[config.mk]
export PLATFORM = sky130hd
export DESIGN_NAME = mem_access_ctrl
export DESIGN_NICKNAME = d
export VERILOG_FILES = /design/src/rtl/mem_access_ctrl.sv
export SDC_FILE = /design/constraint.sdc
export NUM_CORES = 1
export LEC_CHECK = 0
export ABC_AREA = 1
export ABC_CLOCK_PERIOD_IN_PS = 1750
export CORE_MARGIN = 2
export CORE_UTILIZATION = 24
export DETAILED_ROUTE_END_ITERATION = 8
export PLACE_DENSITY = 0.59
export SYNTH_ARGS = -nofsm -noshare
export SYNTH_HDL_FRONTEND = slang
export SYNTH_SLANG_ARGS = --single-unit
[constraint.sdc]
create_clock -name clk -period 1.75 [get_ports clk]
set_clock_uncertainty 0.15 [all_clocks]
set_input_delay 0.2625 -clock clk [delete_from_list [all_inputs] [get_ports clk]]
set_output_delay 0.2625 -clock clk [all_outputs]
set_load 0.005 [all_outputs]
[src/rtl/mem_access_ctrl.sv]
// mem_access_ctrl: initiator side of the 8-word data memory port.
// Accepts one load/store/add request at a time over a valid/ready handshake,
// drives the memory strobes, address, write data and adder operands, captures
// mem_rd_data and returns it over a valid/ready response channel.
//
// Optional build macro: MEM_ACC_BOUNDS_CHK_EN rejects misaligned or
// out-of-range load/store addresses with resp_err (no memory access made).
//
// Ports:
//   clk, rst                 clock, synchronous active-high reset
//   req_valid/req_ready      request handshake (req_ready = state is IDLE)
//   req_op                   00 load, 01 store, 10 add, 11 reserved
//   req_addr                 byte address, word index = req_addr[MEM_ADDR_W+1:2]
//   req_wdata, req_a, req_b  store data, add operands
//   resp_valid/resp_ready    response handshake
//   resp_data, resp_err      load data / sum (0 for store and errors), reject flag
//   mem_wr_en, mem_rd_en     memory strobes
//   mem_add, mem_data        memory word address and write data
//   mem_op1, mem_op2         memory adder operands
//   mem_rd_data              memory read / sum result
module mem_access_ctrl #(
    parameter int unsigned DATA_W     = 32,
    parameter int unsigned MEM_WORDS  = 8,
    parameter int unsigned MEM_ADDR_W = 3,
    parameter int unsigned RD_LAT     = 1
) (
    input  logic                  clk,
    input  logic                  rst,
    input  logic                  req_valid,
    output logic                  req_ready,
    input  logic [1:0]            req_op,
    input  logic [31:0]           req_addr,
    input  logic [DATA_W-1:0]     req_wdata,
    input  logic [DATA_W-1:0]     req_a,
    input  logic [DATA_W-1:0]     req_b,
    output logic                  resp_valid,
    input  logic                  resp_ready,
    output logic [DATA_W-1:0]     resp_data,
    output logic                  resp_err,
    output logic                  mem_wr_en,
    output logic                  mem_rd_en,
    output logic [MEM_ADDR_W-1:0] mem_add,
    output logic [DATA_W-1:0]     mem_data,
    output logic [DATA_W-1:0]     mem_op1,
    output logic [DATA_W-1:0]     mem_op2,
    input  logic [DATA_W-1:0]     mem_rd_data
);

    localparam int unsigned CNT_W = (RD_LAT > 1) ? $clog2(RD_LAT) : 1;

    localparam logic [1:0] OP_LOAD  = 2'b00;
    localparam logic [1:0] OP_STORE = 2'b01;
    localparam logic [1:0] OP_RSVD  = 2'b11;

    typedef enum logic [1:0] {IDLE, ISSUE, WAIT, RESP} state_t;

    state_t                  state, state_n;
    logic [1:0]              op, op_n;
    logic                    err, err_n;
    logic [CNT_W-1:0]        cnt, cnt_n;
    logic                    resp_valid_n, resp_err_n, mem_wr_en_n, mem_rd_en_n;
    logic [DATA_W-1:0]       resp_data_n, mem_data_n, mem_op1_n, mem_op2_n;
    logic [MEM_ADDR_W-1:0]   mem_add_n;
    logic                    addr_bad;
    logic                    reject;
    logic [MEM_ADDR_W-1:0]   word_idx;

    assign req_ready = (state == IDLE);
    assign word_idx  = req_addr[MEM_ADDR_W+1:2];

    // Address rejection only exists in the bounds-checking build; add is never checked.
`ifdef MEM_ACC_BOUNDS_CHK_EN
    assign addr_bad = ((req_op == OP_LOAD) || (req_op == OP_STORE)) &&
                      ((req_addr[1:0] != 2'b00) || (req_addr >= 32'(MEM_WORDS * 4)));
`else
    logic unused_addr;
    assign addr_bad    = 1'b0;
    assign unused_addr = ^{req_addr[31:MEM_ADDR_W+2], req_addr[1:0], 32'(MEM_WORDS)};
`endif

    assign reject = (req_op == OP_RSVD) || addr_bad;

    // State and registered outputs.
    always_ff @(posedge clk) begin
        if (rst) begin
            state      <= IDLE;
            op         <= OP_LOAD;
            err        <= 1'b0;
            cnt        <= '0;
            resp_valid <= 1'b0;
            resp_err   <= 1'b0;
            resp_data  <= '0;
            mem_wr_en  <= 1'b0;
            mem_rd_en  <= 1'b0;
            mem_add    <= '0;
            mem_data   <= '0;
            mem_op1    <= '0;
            mem_op2    <= '0;
        end else begin
            state      <= state_n;
            op         <= op_n;
            err        <= err_n;
            cnt        <= cnt_n;
            resp_valid <= resp_valid_n;
            resp_err   <= resp_err_n;
            resp_data  <= resp_data_n;
            mem_wr_en  <= mem_wr_en_n;
            mem_rd_en  <= mem_rd_en_n;
            mem_add    <= mem_add_n;
            mem_data   <= mem_data_n;
            mem_op1    <= mem_op1_n;
            mem_op2    <= mem_op2_n;
        end
    end

    // Next state and next output values; everything holds unless changed.
    always_comb begin
        state_n      = state;
        op_n         = op;
        err_n        = err;
        cnt_n        = cnt;
        resp_valid_n = resp_valid;
        resp_err_n   = resp_err;
        resp_data_n  = resp_data;
        mem_wr_en_n  = mem_wr_en;
        mem_rd_en_n  = mem_rd_en;
        mem_add_n    = mem_add;
        mem_data_n   = mem_data;
        mem_op1_n    = mem_op1;
        mem_op2_n    = mem_op2;

        case (state)
            IDLE: begin
                if (req_valid) begin
                    state_n = ISSUE;
                    op_n    = req_op;
                    err_n   = reject;
                    cnt_n   = '0;
                    if (!reject) begin
                        case (req_op)
                            OP_LOAD: begin
                                mem_rd_en_n = 1'b1;
                                mem_add_n   = word_idx;
                            end
                            OP_STORE: begin
                                mem_wr_en_n = 1'b1;
                                mem_add_n   = word_idx;
                                mem_data_n  = req_wdata;
                            end
                            default: begin
                                mem_op1_n = req_a;
                                mem_op2_n = req_b;
                            end
                        endcase
                    end
                end
            end
            ISSUE: begin
                if (err) begin
                    state_n      = RESP;
                    resp_valid_n = 1'b1;
                    resp_err_n   = 1'b1;
                    resp_data_n  = '0;
                end else if (op == OP_STORE) begin
                    state_n      = RESP;
                    mem_wr_en_n  = 1'b0;
                    resp_valid_n = 1'b1;
                    resp_err_n   = 1'b0;
                    resp_data_n  = '0;
                end else if ((op == OP_LOAD) && (RD_LAT == 1)) begin
                    state_n      = RESP;
                    mem_rd_en_n  = 1'b0;
                    resp_valid_n = 1'b1;
                    resp_err_n   = 1'b0;
                    resp_data_n  = mem_rd_data;
                end else begin
                    // Loads with RD_LAT>1 and adds spend further cycles in WAIT.
                    state_n = WAIT;
                    cnt_n   = CNT_W'(1);
                end
            end
            WAIT: begin
                if ((op == OP_LOAD) && (cnt != CNT_W'(RD_LAT - 1))) begin
                    cnt_n = cnt + CNT_W'(1);
                end else begin
                    state_n      = RESP;
                    mem_rd_en_n  = 1'b0;
                    resp_valid_n = 1'b1;
                    resp_err_n   = 1'b0;
                    resp_data_n  = mem_rd_data;
                end
            end
            RESP: begin
                if (resp_ready) begin
                    state_n      = IDLE;
                    resp_valid_n = 1'b0;
                end
            end
            default: state_n = IDLE;
        endcase
    end

endmodule

==> results.md <==
* Clock share of power at 0.269
* Worst-Skew Late Latency at 0.41 ns
* Fin cells at 1354
* Vias/cell at 4.19
* CTS tree: built
* Pwr Density at 1330 nW/µm²
* Avg Inst Size Synth at 7.50 µm²
* Total Routing Usage GR at 0.141
* Port-buffer cells at 272
* MaxCap Viol Count at 0
* Final Slew Violations at 0
* #FFs+latches synth at 141
* Tmin final at 1.70 ns
* Die area at 24600 µm²
* Root buf cell: clkbuf_16
* Worst path cell trace: clkdlybuf4s50_1
* Leak Pwr at 3.79 nW
* Final #Nets at 1201
* Clk buf depth at 2
* Synth area leaders: dfxtp_1 50%, nor2_1 14%, o21ai_1 7.2%
* Critical path's largest stage delay at 0.54 ns
* Yosys top cell by area: dfxtp_1
* Area grow syn2layout at 70.1%
* WL final at 17700 µm
* Flop pwr share at 0.323
* Critical Path AT at 1.29 ns
* Yosys synthesis warning count at 0
* CP Class: reg -> out
* Mapped Cells at 748
* Pint at 0.00847 W
* Hold slack at 0.278 ns
* Fmax at 589 MHz
* CP startpoint kind: flip-flop
* Setup Viol. Count Final at 0
* Cts bufs inserted at 17
* Share of cells above drive strength 1 at 0.0980
* Pin count of the biggest net entering global routing at 47
* Remaining global-route overflow at 0
* Sequential fraction of the synthesis area at 0.503
* Dpl cells at 1317
* Post-route DRC at 0
* Ys flop type: dfxtp_1
* Sw frac at 0.335
* Antenna cells at 0
* Synth cell types at 22
* Worst min-delay path class: in -> reg
* DRT antenna net count at 0
* Top Ports at 302
* Yosys top cell area share at 0.503
* Crit. End Element: output port
* Worst Path Buf+Inv at 1
* Most numerous cell in the Yosys netlist: nor2_1
* Worst vdd ir at 0.632 mV
* Status: finished, final reports clean
* CP delay by family, top: buffers and inverters
* First-pass GRT wire length at 27700 µm
* Clock transition at path regs at 0.06 ns
* Switch Pwr at 0.00426 W
* Starting density of the core at 0.246
* Die Ht at 157 µm
* Commonest cells post-synth: 213 x nor2_1, 141 x dfxtp_1, 94 x nand2_1
* Initial antenna violation count at 0
* Crit share post-route at 0.970
* WP data required at 1.34 ns
* CTS sink cnt at 141
* Crit path max fanout at 2
* Fraction of registers with async set/reset at 0
* Avg WL per Cell at 13.1 µm
* Placeable Area at 22800 µm²
* Comb pwr share at 0.408
* CTS H-tree depth at 4
* Mapped Nets at 921
* Row cnt at 55
* Via count at 5675
* Final RePlAce weighted congestion at 0.795
* Slew margin rel. at 0.771
* CP max-delay cell: clkdlybuf4s50_1
* DRT iter0 DRCs at 332
* Least-Margin Pin Slew at 0.343 ns
* RSZ-0062 raised after global routing: yes
* DP Wirelength at 12200 µm
* Number of synthesized flops with an enable pin at 0
* DIE WIDTH at 157 µm
* Number of global-route vias before repair at 5426
* DRT Pass-1 Iters at 4
* Final hold violations at 0
* Post-synthesis cell area at 5610 µm²
sequential cells by signal, summed over array words and instances, names as in the netlist:
register and count:
mem_data 32, mem_op1 32, mem_op2 32, resp_data 32
mem_add 3, op 2, state 2, cnt 1
err 1, mem_rd_en 1, mem_wr_en 1, resp_err 1
resp_valid 1
cells in the final DEF, fill, tap and decap left out, drive strengths merged, types with 5 or more instances in the layout:
cell type      netlist  final
clkdlybuf4s50        0    266
nor2               216    216
dfxtp              141    141
o21ai              106    106
nand2               95     95
inv                 49     52
nand3               43     43
a21oi               39     39
buf                 30     36
clkbuf              19     24
ha                   7      7
clkinvlp             0      5
final timing paths:
| check | start | end | slack, ns | cells after the start |
|---|---|---|---|---|
| worst max-delay path | resp_data[0]$_SDFFE_PP0P_ | resp_data[0] | 0.05 | 1 |
| worst min-delay path | req_wdata[11] | mem_data[11]$_SDFFE_PP0P_ | 0.28 | 3 |
| worst max register to register | state[0]$_SDFFE_PP0P_ | mem_op1[25]$_SDFFE_PP0P_ | 0.09 | 8 |
| worst min register to register | mem_wr_en$_SDFFE_PP0P_ | mem_wr_en$_SDFFE_PP0P_ | 0.31 | 2 |
per-layer routing:
layer,up-vias,wire [µm],global-route usage
met3,17,1160,0.0441
met2,157,8350,0.232
li1,2930,-,-
met1,2571,7940,0.172
met5,-,0,0
met4,0,301,0.0494
power by group through the flow:
| stage | clock network (W) | registers (W) | logic, W |
|---|---|---|---|
| 6_report | 0.00343 | 0.00411 | 0.00519 |
| 5_1_grt | 0.00372 | 0.00418 | 0.00583 |
| 4_1_cts | 0.00359 | 0.00410 | 0.00501 |
| 3_5_place_dp | 0 | 0.00415 | 0.00468 |
| 3_3_place_gp | 0 | 0.00413 | 0.00467 |
| 2_1_floorplan | 0 | 0.00419 | 0.00261 |
logic make-up after synthesis:
| group | after synthesis | synth area share |
|---|---|---|
| buf+inv | 98 | 0.0950 |
| flops | 141 | 0.503 |
| fa+ha+maj | 7 | 0.0156 |
| compound gates | 147 | 0.137 |
| simple gates | 355 | 0.250 |
area by class of cell:
type | count | area (µm²)
fill | 2334 | 13200
clock inverter | 11 | 82.6
sequential | 141 | 2830
clock buffer | 21 | 480
multi-input combinational | 509 | 2350
timing repair buffer | 310 | 3220
tap | 313 | 392
inverter | 49 | 194
metrics by stage:
step	worst slack [ns]	power, W	utilization	TNS (ns)	cell area [µm²]
6_report	0.0517	0.0127	0.419	0	9550
5_1_grt	-0.00917	0.0137	0.419	-0.0191	9550
4_1_cts	0.00850	0.0127	0.413	0	9400
3_5_place_dp	-0.0798	0.00884	0.385	-3.77	8770
3_3_place_gp	-0.0648	0.00880	0.385	-1.69	8770
2_1_floorplan	0.0222	0.00680	-	0	5610
timing repair:
item	CTS	global route
gates resized for setup	13	29
hold buffers	0	0
setup endpoints to repair	35	104
gates cloned	1	2
setup buffers	1	2
pin swaps	1	3
Power figures use the tool's default switching activity.
